[src/rtl/mac_pkg.sv]
// Shared constants and state encoding for the systolic MAC processing element.
package mac_pkg;

  localparam int DATA_W = 8;
  localparam int K      = 7;
  localparam int ACC_W  = 2*DATA_W + $clog2(K);
  // Counter width; kept at least 1 bit so K = 1 still yields a legal vector.
  localparam int CNT_W  = (K > 1) ? $clog2(K) : 1;

  typedef enum logic [1:0] {
    IDLE  = 2'd0,
    ACCUM = 2'd1,
    HOLD  = 2'd2
  } pe_state_t;

endpackage

[src/rtl/mac_pe.sv]
// Systolic MAC PE: accumulates K unsigned products per dot product, forwards
// operands east/south with one cycle of latency, and presents the finished sum
// on a valid/ready port that holds until drained.
module mac_pe #(
  parameter int DATA_W = 8,
  parameter int K      = 7,
  parameter int ACC_W  = 2*DATA_W + $clog2(K)
) (
  input  logic              clk,
  input  logic              reset_n,
  input  logic              start,
  input  logic              en,
  input  logic [DATA_W-1:0] a_in,
  input  logic [DATA_W-1:0] b_in,
  output logic [DATA_W-1:0] a_out,
  output logic [DATA_W-1:0] b_out,
  output logic              en_out,
  output logic              busy,
  output logic              res_valid,
  input  logic              res_ready,
  output logic [ACC_W-1:0]  res_data
);
  import mac_pkg::*;

  localparam int CW = (K > 1) ? $clog2(K) : 1;

  pe_state_t           state_q, state_d;
  logic [ACC_W-1:0]    acc_q, acc_d;
  logic [ACC_W-1:0]    res_q, res_d;
  logic [CW-1:0]       cnt_q, cnt_d;
  logic                busy_q, vld_q;
  logic [DATA_W-1:0]   a_q, b_q;
  logic                en_q;

  logic [2*DATA_W-1:0] prod;
  logic [ACC_W-1:0]    prod_ext, sum;
  logic                load;

  assign prod     = a_in * b_in;
  assign prod_ext = ACC_W'(prod);
  assign sum      = acc_q + prod_ext;

  // Next-state: a start that is honoured (any state but HOLD-without-ready)
  // seeds the accumulator with this cycle's product when en is high.
  always_comb begin
    state_d = state_q;
    acc_d   = acc_q;
    cnt_d   = cnt_q;
    res_d   = res_q;
    load    = 1'b0;
    case (state_q)
      IDLE:  load = start;
      ACCUM: begin
        if (start) begin
          load = 1'b1;
        end else if (en) begin
          acc_d = sum;
          if (cnt_q == CW'(K-1)) begin
            res_d   = sum;
            cnt_d   = '0;
            state_d = HOLD;
          end else begin
            cnt_d = cnt_q + CW'(1);
          end
        end
      end
      HOLD: begin
        if (res_ready) begin
          if (start) load = 1'b1;
          else       state_d = IDLE;
        end
      end
      default: state_d = IDLE;
    endcase
    if (load) begin
      if (en) begin
        acc_d = prod_ext;
        if (K == 1) begin
          res_d   = prod_ext;
          cnt_d   = '0;
          state_d = HOLD;
        end else begin
          cnt_d   = CW'(1);
          state_d = ACCUM;
        end
      end else begin
        acc_d   = '0;
        cnt_d   = '0;
        state_d = ACCUM;
      end
    end
  end

  // Control/datapath registers; status flags are registered from next state
  // so no input reaches an output combinationally.
  always_ff @(posedge clk or negedge reset_n) begin
    if (!reset_n) begin
      state_q <= IDLE;
      acc_q   <= '0;
      cnt_q   <= '0;
      res_q   <= '0;
      busy_q  <= 1'b0;
      vld_q   <= 1'b0;
    end else begin
      state_q <= state_d;
      acc_q   <= acc_d;
      cnt_q   <= cnt_d;
      res_q   <= res_d;
      busy_q  <= (state_d == ACCUM);
      vld_q   <= (state_d == HOLD);
    end
  end

  // Unconditional operand forwarding keeps the systolic wavefront moving.
  always_ff @(posedge clk or negedge reset_n) begin
    if (!reset_n) begin
      a_q  <= '0;
      b_q  <= '0;
      en_q <= 1'b0;
    end else begin
      a_q  <= a_in;
      b_q  <= b_in;
      en_q <= en;
    end
  end

  assign a_out     = a_q;
  assign b_out     = b_q;
  assign en_out    = en_q;
  assign busy      = busy_q;
  assign res_valid = vld_q;
  assign res_data  = res_q;

endmodule

[config.mk]
export PLATFORM = sky130hd
export DESIGN_NAME = mac_pe
export DESIGN_NICKNAME = d
export VERILOG_FILES = /design/src/rtl/mac_pkg.sv /design/src/rtl/mac_pe.sv
export SDC_FILE = /design/constraint.sdc
export NUM_CORES = 1
export LEC_CHECK = 0
export CORE_MARGIN = 5
export CORE_UTILIZATION = 30
export CTS_CLUSTER_DIAMETER = 40
export DETAILED_ROUTE_END_ITERATION = 7
export GPL_ROUTABILITY_DRIVEN = 0
export PLACE_DENSITY_LB_ADDON = 0.15
export SKIP_LAST_GASP = 1
export SLEW_MARGIN = 20
export SYNTH_ARGS = -nofsm -noshare
export SYNTH_HDL_FRONTEND = slang
export SYNTH_SLANG_ARGS = --single-unit
export TNS_END_PERCENT = 30
[constraint.sdc]
create_clock -name clk -period 2.7 [get_ports clk]
set_clock_uncertainty 0.05 [all_clocks]
set_input_delay 0.54 -clock clk [delete_from_list [all_inputs] [get_ports clk]]
set_output_delay 0.54 -clock clk [all_outputs]
set_load 0.01 [all_outputs]
# --- Word level (Yosys, flattened, before mapping) ---
# Index checks and enable logic that the tools add are counted.
word_totals:
  register_bits: 62
  input_bits: 21
  out_inout_bits: 38
  word_cells: 45
op_classes:
  n_addsub: 2
  n_mul: 1
  eq_ne: 6
  muxes: 21
  bitwise_logic: 1
  reduce_logical: 5
ops:
  columns: ["cell", "count"]
  rows:
  - ["19-bit 2-to-1 mux", 4]
  - ["19-bit by 16-bit adder with 19-bit output", 1]
  - ["8-bit by 8-bit multiplier with 16-bit output", 1]
  - ["16-bit 2-to-1 mux", 1]
  - ["3-bit 2-to-1 mux", 5]
  - ["2-bit 2-to-1 mux", 6]
  - ["2-bit one-hot mux with 3 select lines", 1]
  - ["2-bit by 1-bit equality test with 1-bit output (second input constant)", 2]
  - ["2-bit equality test (second input constant)", 2]
  - ["4-bit AND reduction", 1]
  - ["2-bit nonzero test", 2]
  - ["3-bit by 1-bit adder with 3-bit output (second input constant)", 1]
  - ["3-bit equality test (second input constant)", 1]
  - ["1-bit 2-to-1 mux", 3]
  - ["1-bit one-hot mux with 3 select lines", 1]
  - ["3-bit AND reduction", 1]
  - ["2-bit zero test", 1]
  - ["2-bit by 1-bit != test with 1-bit output (second input constant)", 1]
  - ["1-bit inverter", 1]

# --- Logic depth before layout (Yosys ltp) ---
# Gate-level depths: netlist (run 1).
depth:
  word_depth: 7
  depth_mapped: 25
  depth_no_buf: 23

# --- Least setup slack after synthesis (run 1) ---
# OpenSTA, ideal clock, no wires.
synth_timing:
  kind: "input to register"
  from: "input a_in[0]"
  to: "register acc_q[18]"
  setup_ps: 69
  t_arrival_ps: 5690
  required_time_ps: 2581
  slack_ps: -3109
  path_stages: 23
  n_path_buf: 2
  path_cell_list: "nand2_1 fa_1 fa_1 inv_1 fa_1 inv_1 fa_1 inv_1 ha_1 clkbuf_1 a211o_1 a31oi_1 o21bai_1 a21oi_1 xnor2_1 ha_1 clkbuf_1 nand3_1 nor3b_2 nor3_2 o21a_4 or4_1 nand3_1"
synth_between:
  elab_chain_len: 6
synth_lines:
  columns: ["item", "line_no", "rtl"]
  rows:
  - ["start, declared", "mac_pe.sv:13", "input logic [DATA_W-1:0] a_in,"]
  - ["8-bit by 8-bit multiplier with 16-bit output", "mac_pe.sv:39", "assign prod = a_in * b_in;"]
  - ["19-bit by 16-bit adder with 19-bit output", "mac_pe.sv:41", "assign sum = acc_q + prod_ext;"]
  - ["19-bit 2-to-1 mux", "mac_pe.sv:56", "end else if (en) begin"]
  - ["19-bit 2-to-1 mux", "mac_pe.sv:54", "if (start) begin"]
  - ["19-bit 2-to-1 mux", "mac_pe.sv:51", "case (state_q)"]
  - ["19-bit 2-to-1 mux", "mac_pe.sv:75", "if (load) begin"]
  - ["end signal, assigned", "mac_pe.sv:99", "acc_q <= '0;"]
  - ["end signal, assigned", "mac_pe.sv:106", "acc_q <= acc_d;"]
  - ["end, declared", "mac_pe.sv:28", "logic [ACC_W-1:0] acc_q, acc_d;"]
# No other way between the ends. The select of a mux whose other input is x is not followed.
# A chain may end at the register's enable or synchronous reset.

# --- Worst setup path after layout (run 1) ---
layout_timing:
  from: "input b_in[5]"
  to: "register res_q[17] (netlist: res_data[17])"
layout_between:
  elab_chain_len: 2
layout_lines:
  columns: ["item", "line_no", "rtl"]
  rows:
  - ["start, declared", "mac_pe.sv:14", "input logic [DATA_W-1:0] b_in,"]
  - ["8-bit by 8-bit multiplier with 16-bit output", "mac_pe.sv:39", null]
  - ["19-bit by 16-bit adder with 19-bit output", "mac_pe.sv:41", null]
  - ["end signal, assigned", "mac_pe.sv:108", "res_q <= res_d;"]
  - ["end, declared", "mac_pe.sv:29", "logic [ACC_W-1:0] res_q, res_d;"]
# No other way between the ends.

==> results of run 1 <==
-- final cells by class --
cell class	instances	share of cell area [%]
multi-input combinational	429	49.2
timing repair buffer	185	20.3
sequential	62	20.2
tap	225	3.67
clock buffer	11	3.16
inverter	57	2.79
clock inverter	4	0.620
-- stage by stage --
stage	setup slack, ns	cell area (um^2)	power (mW)
floorplan	-2.80	5320	4.80
global placement	-3.57	6910	7.36
detailed placement	-3.63	6910	7.38
CTS	-2.72	7510	9.77
global route	-2.82	7670	11.0
finish	-2.60	7670	10.3
-- power groups by stage --
stage	sequential, mW	clock, mW	combinational, mW
floorplan	1.23	0	3.58
global placement	1.22	0	6.15
detailed placement	1.22	0	6.15
CTS	1.21	1.22	7.34
global route	1.25	1.25	8.55
finish	1.22	1.19	7.90
-- worst max-delay path: cells and delay by family --
kind	cells	cell delay [ns]
buffers and inverters	8	0.71
and+or+nand+nor	5	0.62
adders and majority gates	6	2.37
xor gates and xnor gates	2	0.27
AOI/OAI and AO/OA	5	0.97
-- cells in the final DEF (no fill, tap or decap), types with 5 or more instances in the layout --
cell type | Yosys | routed
and2_1 | 55 | 47
buf_6 | 0 | 13
a21o_1 | 15 | 15
buf_4 | 0 | 122
dfrtp_1 | 62 | 62
mux2i_1 | 5 | 5
o21ai_0 | 30 | 21
clkdlybuf4s50_1 | 0 | 41
nor2_1 | 20 | 18
and2_4 | 0 | 8
clkbuf_16 | 0 | 9
inv_1 | 57 | 52
nand4_1 | 7 | 7
nand2_1 | 68 | 63
a21oi_1 | 39 | 29
a31oi_1 | 12 | 10
xor2_1 | 9 | 7
xnor2_1 | 18 | 14
nand3_1 | 13 | 10
inv_2 | 0 | 5
ha_4 | 0 | 8
o21ai_1 | 1 | 8
a21oi_2 | 0 | 8
fa_1 | 37 | 33
nor3_1 | 7 | 5
ha_1 | 54 | 44
-- cells by family (layout without fill, tap and decap cells) --
kind of cell	count (synthesis)	after routing
xor gates and xnor gates	27	27
DFF	62	62
muxes	6	6
buffers and inverters	74	257
and+or+nand+nor	187	187
adders and majority gates	91	91
AOI/OAI and AO/OA	118	118
-- worst min-delay path by stage --
stage	end	slack, ns	cells after the start
6_report	acc_q[13]	0.17	1
5_1_grt	acc_q[13]	0.22	1
4_1_cts	acc_q[13]	0.19	1
3_5_place_dp	res_data[4]	0.41	2
3_3_place_gp	res_data[14]	0.40	2
2_1_floorplan	a_out[0]	0.19	0
-- state kept, by name, indices dropped and copies added, names as in the netlist --
| register | flops |
|---|---|
| res_valid | 1 |
| cnt_q | 3 |
| busy | 1 |
| state_q | 2 |
| a_out | 8 |
| res_data | 19 |
| b_out | 8 |
| acc_q | 19 |
| en_out | 1 |
-- what timing repair did --
action / 4_1_cts / 5_1_grt
setup endpoints to repair: 34 / 34
setup buffers: 13 / 8
gates resized for setup: 119 / 31
pin swaps: 73 / 47
-- metal layers --
layer	share of wire (%)	wire length [um]	global-route usage, %	vias up
met1	46	6590	19.8	2315
li1	-	-	-	2255
met4	2.3	333	6.01	0
met3	3.2	455	2.12	28
met2	48	6900	24.3	84
met5	0	0	0	-
==> metrics.md, run 1 <==
| Metric | Value |
|---|---|
| Initial antenna violation count | 0 |
| Unique masters post-synth | 43 |
| Peak supply drop | ~0.96 mV |
| Synth Area in Simple Gates | between 10% and 20% |
| Setup TNS | -67.97 ns |
| Final ANT Viol Nets | 0 |
| R2R cell count | 10 |
| Non-Filler Instances | slightly below 1000 |
| Crit path launch | b_in[5] |
| DP Wirelength | 10700 um |
| # fillers | roughly 1700 |
| Cts bufs inserted | 9 |
| Violated checks | setup timing |
| Syn Nets | slightly below 700 |
| First-pass GRT wire length | between 20000 and 25000 um |
| Synth Area in Adders | a little over a quarter |
| Internal | around 6 mW |
| Via/cell ratio | 4.81 |
| Number of synthesized register bits | 62 |
| Mapped cell area | between 5000 and 6000 um^2 |
| Outcome | finished, violations left |
| Crit path kind | input port to register |
| Overall Global Routing Usage | between 10 and 15% |
| Dpl cells | about 940 |
| Global route overflow | 0 |
| Hold Path Class | input port to asynchronous set/reset pin |
| Critical path arrival | between 5 and 6 ns |
| Critical path's largest stage delay | 0.53 ns |
| Clk sinks | between 60 and 70 |
| Largest family of logic cells by synthesized area | adder cells |
| Main synth FF type | dfrtp_1 |
| Routed length per instance | 14.7 um |
| Reg2Reg Capture Point | res_data[16] |
| TritonRoute pass-1 iters | 4 |
| Post-synth top area cell | dfrtp_1 |
| EDFF count, synth | 0 |
| Worst path required time | ~2.9 ns |
| Worst r2r src | acc_q[0] |
| Crit-path slowest cell | fa_1 |
| Multi-input logic area | ~3800 um^2 |
| Vias in the first global route | just under 5000 |
| F_max | approximately 190 MHz |
| Util after Layout | around 45% |
| Synth top cells by count | nand2_1 (68), dfrtp_1 (62), inv_1 (57), and2_1 (55), ha_1 (54) |
| Diodes inserted | 0 |
| Num rows | 48 |
| Most common cell in the synthesized netlist | nand2_1 |
| DRT iter0 DRCs | between 150 and 200 |
| Fin nets | between 800 and 900 |
| Startpoint type of the worst setup path | input port |
| Largest net degree at the start of global routing | 39 |
| Mux cell area share after synthesis | ~1.2% |
| Clk Latency, worst-skew pair | approximately 0.35 ns |
| Routed WL | 14300 um |
| Ranking of synthesized cells by area | dfrtp_1 (30%), fa_1 (14%), ha_1 (13%), and2_1 (6.6%), nand2_1 (4.9%) |
| Synth Area in XOR/XNOR | about 4.5% |
| Crit path time final | 5.30 ns |
| Final period util | 196% |
| R2r setup slk | roughly 0.040 ns |
| Pwr/cell area | ~1300 nW/um^2 |
| Most used cell, CP | fa_1 |
| Seq/Total Area, Yosys | between 20 and 30% |
| Root Driver | clkbuf_16 |
| Crit path max fanout | 4 |
| Core ar. | between 15000 and 20000 um^2 |
| Switching Share | 41.8% |
| Rel. slew slack | roughly 55% |
| CTS Hold Bufs | 0 |
| DR vias | approximately 4700 |
| Synth Area in Compound Gates | roughly 14% |
| Worst hold slack | around 0.17 ns |
| Layout area overhead | 47.0% |
| Initial Utilization | a little under a third |
| CTS tree | done |
| Max-Cap Viols | 0 |
| Clock-pin transition on the worst setup and hold timing paths | 0.06 ns |
| Sequential share of power | a little under an eighth |
| Layout cells sized above 1 | a little under a third |
| Register area | ~1600 um^2 |
| Slew @ Worst Pin | 0.671 ns |
| Total I/O pin count | 59 |
| Worst Setup End Kind | register |
| Synthesized area per cell | ~9.2 um^2 |
| Final hold vios | 0 |
| Die area | about 20000 um^2 |
| Post-Syn Instances | 565 |
| Critical Path Sink | res_data[17] |
| CTS Buffer Depth | 2 |
| Width of the die | around 140 um |
| Final Max Tran Viols | 0 |
| Final setup fails | 33 |
| # DRC | 0 |
| Yosys top cell area share | just under 30% |
| H-tree levels | 3 |
| Sw Pwr | roughly 4.3 mW |
| P_leak | between 3 and 4 nW |
| Ys Warns | 0 |
| Die height | about 140 um |
| Clock Power Share | between 10% and 20% |
| Async S/R FF share, synth | between 90% and 100% |
| Final setup margin | -2.60 ns |
| Comb pwr share | between 70 and 80% |
| RSZ-0062 raised after global routing | yes |
| Port bufs | slightly below 60 |
No activity file was read; power rests on OpenSTA's default activity.
==> inputs of run 2 (changes only) <==
--- a/config.mk
+++ b/config.mk
@@ -6,8 +6,9 @@
 export NUM_CORES = 1
 export LEC_CHECK = 0
 export CORE_MARGIN = 5
-export CORE_UTILIZATION = 30
+export CORE_UTILIZATION = 40
 export CTS_CLUSTER_DIAMETER = 40
+export CTS_CLUSTER_SIZE = 40
 export DETAILED_ROUTE_END_ITERATION = 7
 export GPL_ROUTABILITY_DRIVEN = 0
 export PLACE_DENSITY_LB_ADDON = 0.15
==> run 2 against run 1 <==
The run still ends with setup timing left. Non-clock buffer count shrank 22. Sequential power about the same. Core utilization up 14 points.
==> metrics.md, run 2 (synthesized netlist as in run 1, its figures left out) <==
| Metric | Value |
|---|---|
| Sw Pwr | 3.83 mW (-11%) |
| Port bufs | 58 (unchanged) |
| Fin nets | 834 (-2.6%) |
| Comb pwr share | 73.3% (-3.3 points) |
| Commonest non-fill, non-tap cell in the layout | buf_4 |
| Width of the die | 124 um (-12%) |
| Final Max Tran Viols | 0 (unchanged) |
| Final hold vios | 0 (unchanged) |
| RSZ-0062 raised after global routing | yes |
| Most frequent cells in the layout | buf_4 (104), dfrtp_1 (62), nand2_1 (61), inv_1 (51), and2_1 (50) |
| Global route overflow | 0 (unchanged) |
| Crit path time final | 5.34 ns (+0.0484 ns) |
| Final ANT Viol Nets | 0 (unchanged) |
| P_leak | 3.62 nW (-3.0%) |
| Sequential share of power | 13.1% (+1.3 points) |
| Final instance area | 7460 um^2 (-2.7%) |
| Worst path required time | 2.88 ns (about the same) |
| Layout area overhead | 43.0% |
| Pwr/cell area | 1240 nW/um^2 (-7.9%) |
| CTS Hold Bufs | 0 (unchanged) |
| Crit-path slowest cell | fa_1 |
| Startpoint type of the worst setup path | input port |
| Area post-placement | 6750 um^2 (-2.3%) |
| Core ar. | 12700 um^2 (-26%) |
| Critical path arrival | 5.52 ns (+0.05 ns) |
| DRT iter0 DRCs | 283 (+52%) |
| Clk sinks | 62 (unchanged) |
| Crit path kind | input port to register |
| Routed WL | 13400 um (-6.3%) |
| Clk Latency, worst-skew pair | 0.34 ns (about the same) |
| Max-Cap Viols | 0 (unchanged) |
| Final period util | 198% (+1.8 points) |
| Peak supply drop | 0.942 mV (-1.6%) |
| Internal | 5.40 mW (-10%) |
| Initial antenna violation count | 0 (unchanged) |
| R2r setup slk | 0.08 ns (+0.04 ns) |
| DP Wirelength | 10100 um (-5.9%) |
| Slew @ Worst Pin | 0.561 ns (-0.110 ns) |
| Initial Utilization | 41.0% (+11 points) |
| Final setup margin | -2.64 ns (-0.0484 ns) |
| Vias in the first global route | 4831 (+0.25%) |
| DR vias | 4545 (-2.9%) |
| # DRC | 0 (unchanged) |
| Num rows | 41 (-15%) |
| Die area | 15400 um^2 (-23%) |
| Cell chain of the critical path | buf_12 > buf_6 > and2_4 > fa_1 > fa_1 > fa_1 > inv_1 > fa_1 > inv_2 > ha_4 > a211o_1 > a31oi_4 > o21bai_1 > a21oi_1 > xnor2_1 > ha_2 > a311oi_2 > nor2_2 > or3_4 > o221ai_4 > xnor2_1 > o21ai_1 |
| # fillers | 1143 (-33%) |
| Die height | 124 um (-12%) |
| Clock-pin transition on the worst setup and hold timing paths | 0.05 ns (about the same) |
| Switching Share | 41.5% (-0.31 points) |
| Register area | 1550 um^2 (unchanged) |
| Diodes inserted | 0 (unchanged) |
| Clock Power Share | 13.6% (+2.1 points) |
| Largest delay share family, worst path | adder cells |
| Largest net degree at the start of global routing | 40 (+2.6%) |
| Worst path bufs/invs | 4 (-4) |
| Crit path max fanout | 5 (+1) |
| Total I/O pin count | 59 (unchanged) |
| Most used cell, CP | fa_1 |
| First-pass GRT wire length | 23200 um (-2.9%) |
| Root Driver | clkbuf_16 |
| CTS tree | done |
| Multi-input logic area | 3770 um^2 (about the same) |
| Final setup fails | 32 (-3.0%) |
| H-tree levels | 3 (unchanged) |
| Worst Setup End Kind | register |
| Violated checks | setup timing |
| Routed length per instance | 14.9 um (+1.5%) |
| Critical path's largest stage delay | 0.49 ns (-0.04 ns) |
| F_max | 187 MHz (-0.91%) |
| TritonRoute pass-1 iters | 4 (unchanged) |
| Hold Path Class | input port to asynchronous set/reset pin |
| Layout cells sized above 1 | 27.5% (-3.1 points) |
| Overall Global Routing Usage | 18.1% (+3.3 points) |
| CTS Buffer Depth | 2 (unchanged) |
| Via/cell ratio | 5.06 (+5.2%) |
| Cts bufs inserted | 9 (unchanged) |
| Rel. slew slack | 62.6% (+7.3 points) |
| Outcome | finished, violations left |
| Total Power | 9.23 mW (-10%) |
[run 2: cell types whose count changed in the layout (fill, tap and decap cells not counted), moves of 3 or more]
cell / before / now
a21oi_1: 29 / 32
and2_1: 47 / 50
and2_4: 8 / 5
buf_4: 122 / 104
buf_6: 13 / 9
[run 2: metal layers]
metal	up-vias	share of wire (%)	track usage, %
li1	2219	-	-
met3	22	4.1	3.86
met2	81	49	29.7
met4	0	2.0	6.25
met1	2223	44	23.8
met5	-	0	0
[run 2: what timing repair did]
item	CTS	global route
endpoints found under the setup margin	34	34
gates resized for setup	112	30
pin swaps	67	40
endpoints found under the hold margin	0	0
buffers inserted	8	4
[run 2: power by group through the flow]
stage	sequential [mW]	clock [mW]	combinational, mW
after floorplan	1.23	0	3.58
after global placement	1.21	0	5.69
after detailed placement	1.22	0	5.76
after CTS	1.21	1.28	6.36
after global routing	1.23	1.33	7.42
final	1.21	1.26	6.77
[run 2: path summary, 6_finish.rpt]
| kind | from | end | cells after the start |
|---|---|---|---|
| min | reset_n | state_q[1] | 1 |
| max reg2reg | acc_q[0] | acc_q[10] | 8 |
| min in group clk | a_in[4] | a_out[4] | 2 |
| min reg2reg | res_data[1] | res_data[1] | 2 |
| max in group asynchronous | reset_n | a_out[5] | 2 |
| max | a_in[2] | res_data[17] | 22 |
[run 2: final cells by class]
cell class              count  share of cell area, %
repair buffers            163                   18.7
well taps                 172                   2.88
flip-flops and latches     62                   20.8
clock buffers              12                   3.30
inverters                  57                   2.87
clock inverters             3                  0.922
multi-input cells         429                   50.5
[run 2: metrics by stage]
stage	TNS, ns	instances	util, %	hold WS (ns)	setup slack [ns]
after floorplan	-63.58	565	-	0.194	-2.80
after global placement	-96.66	874	53.1	0.407	-3.56
after detailed placement	-98.54	874	53.1	0.412	-3.62
after CTS	-71.74	895	57.6	0.158	-2.71
after global routing	-74.83	898	58.7	0.183	-2.84
final	-67.87	898	58.7	0.139	-2.64
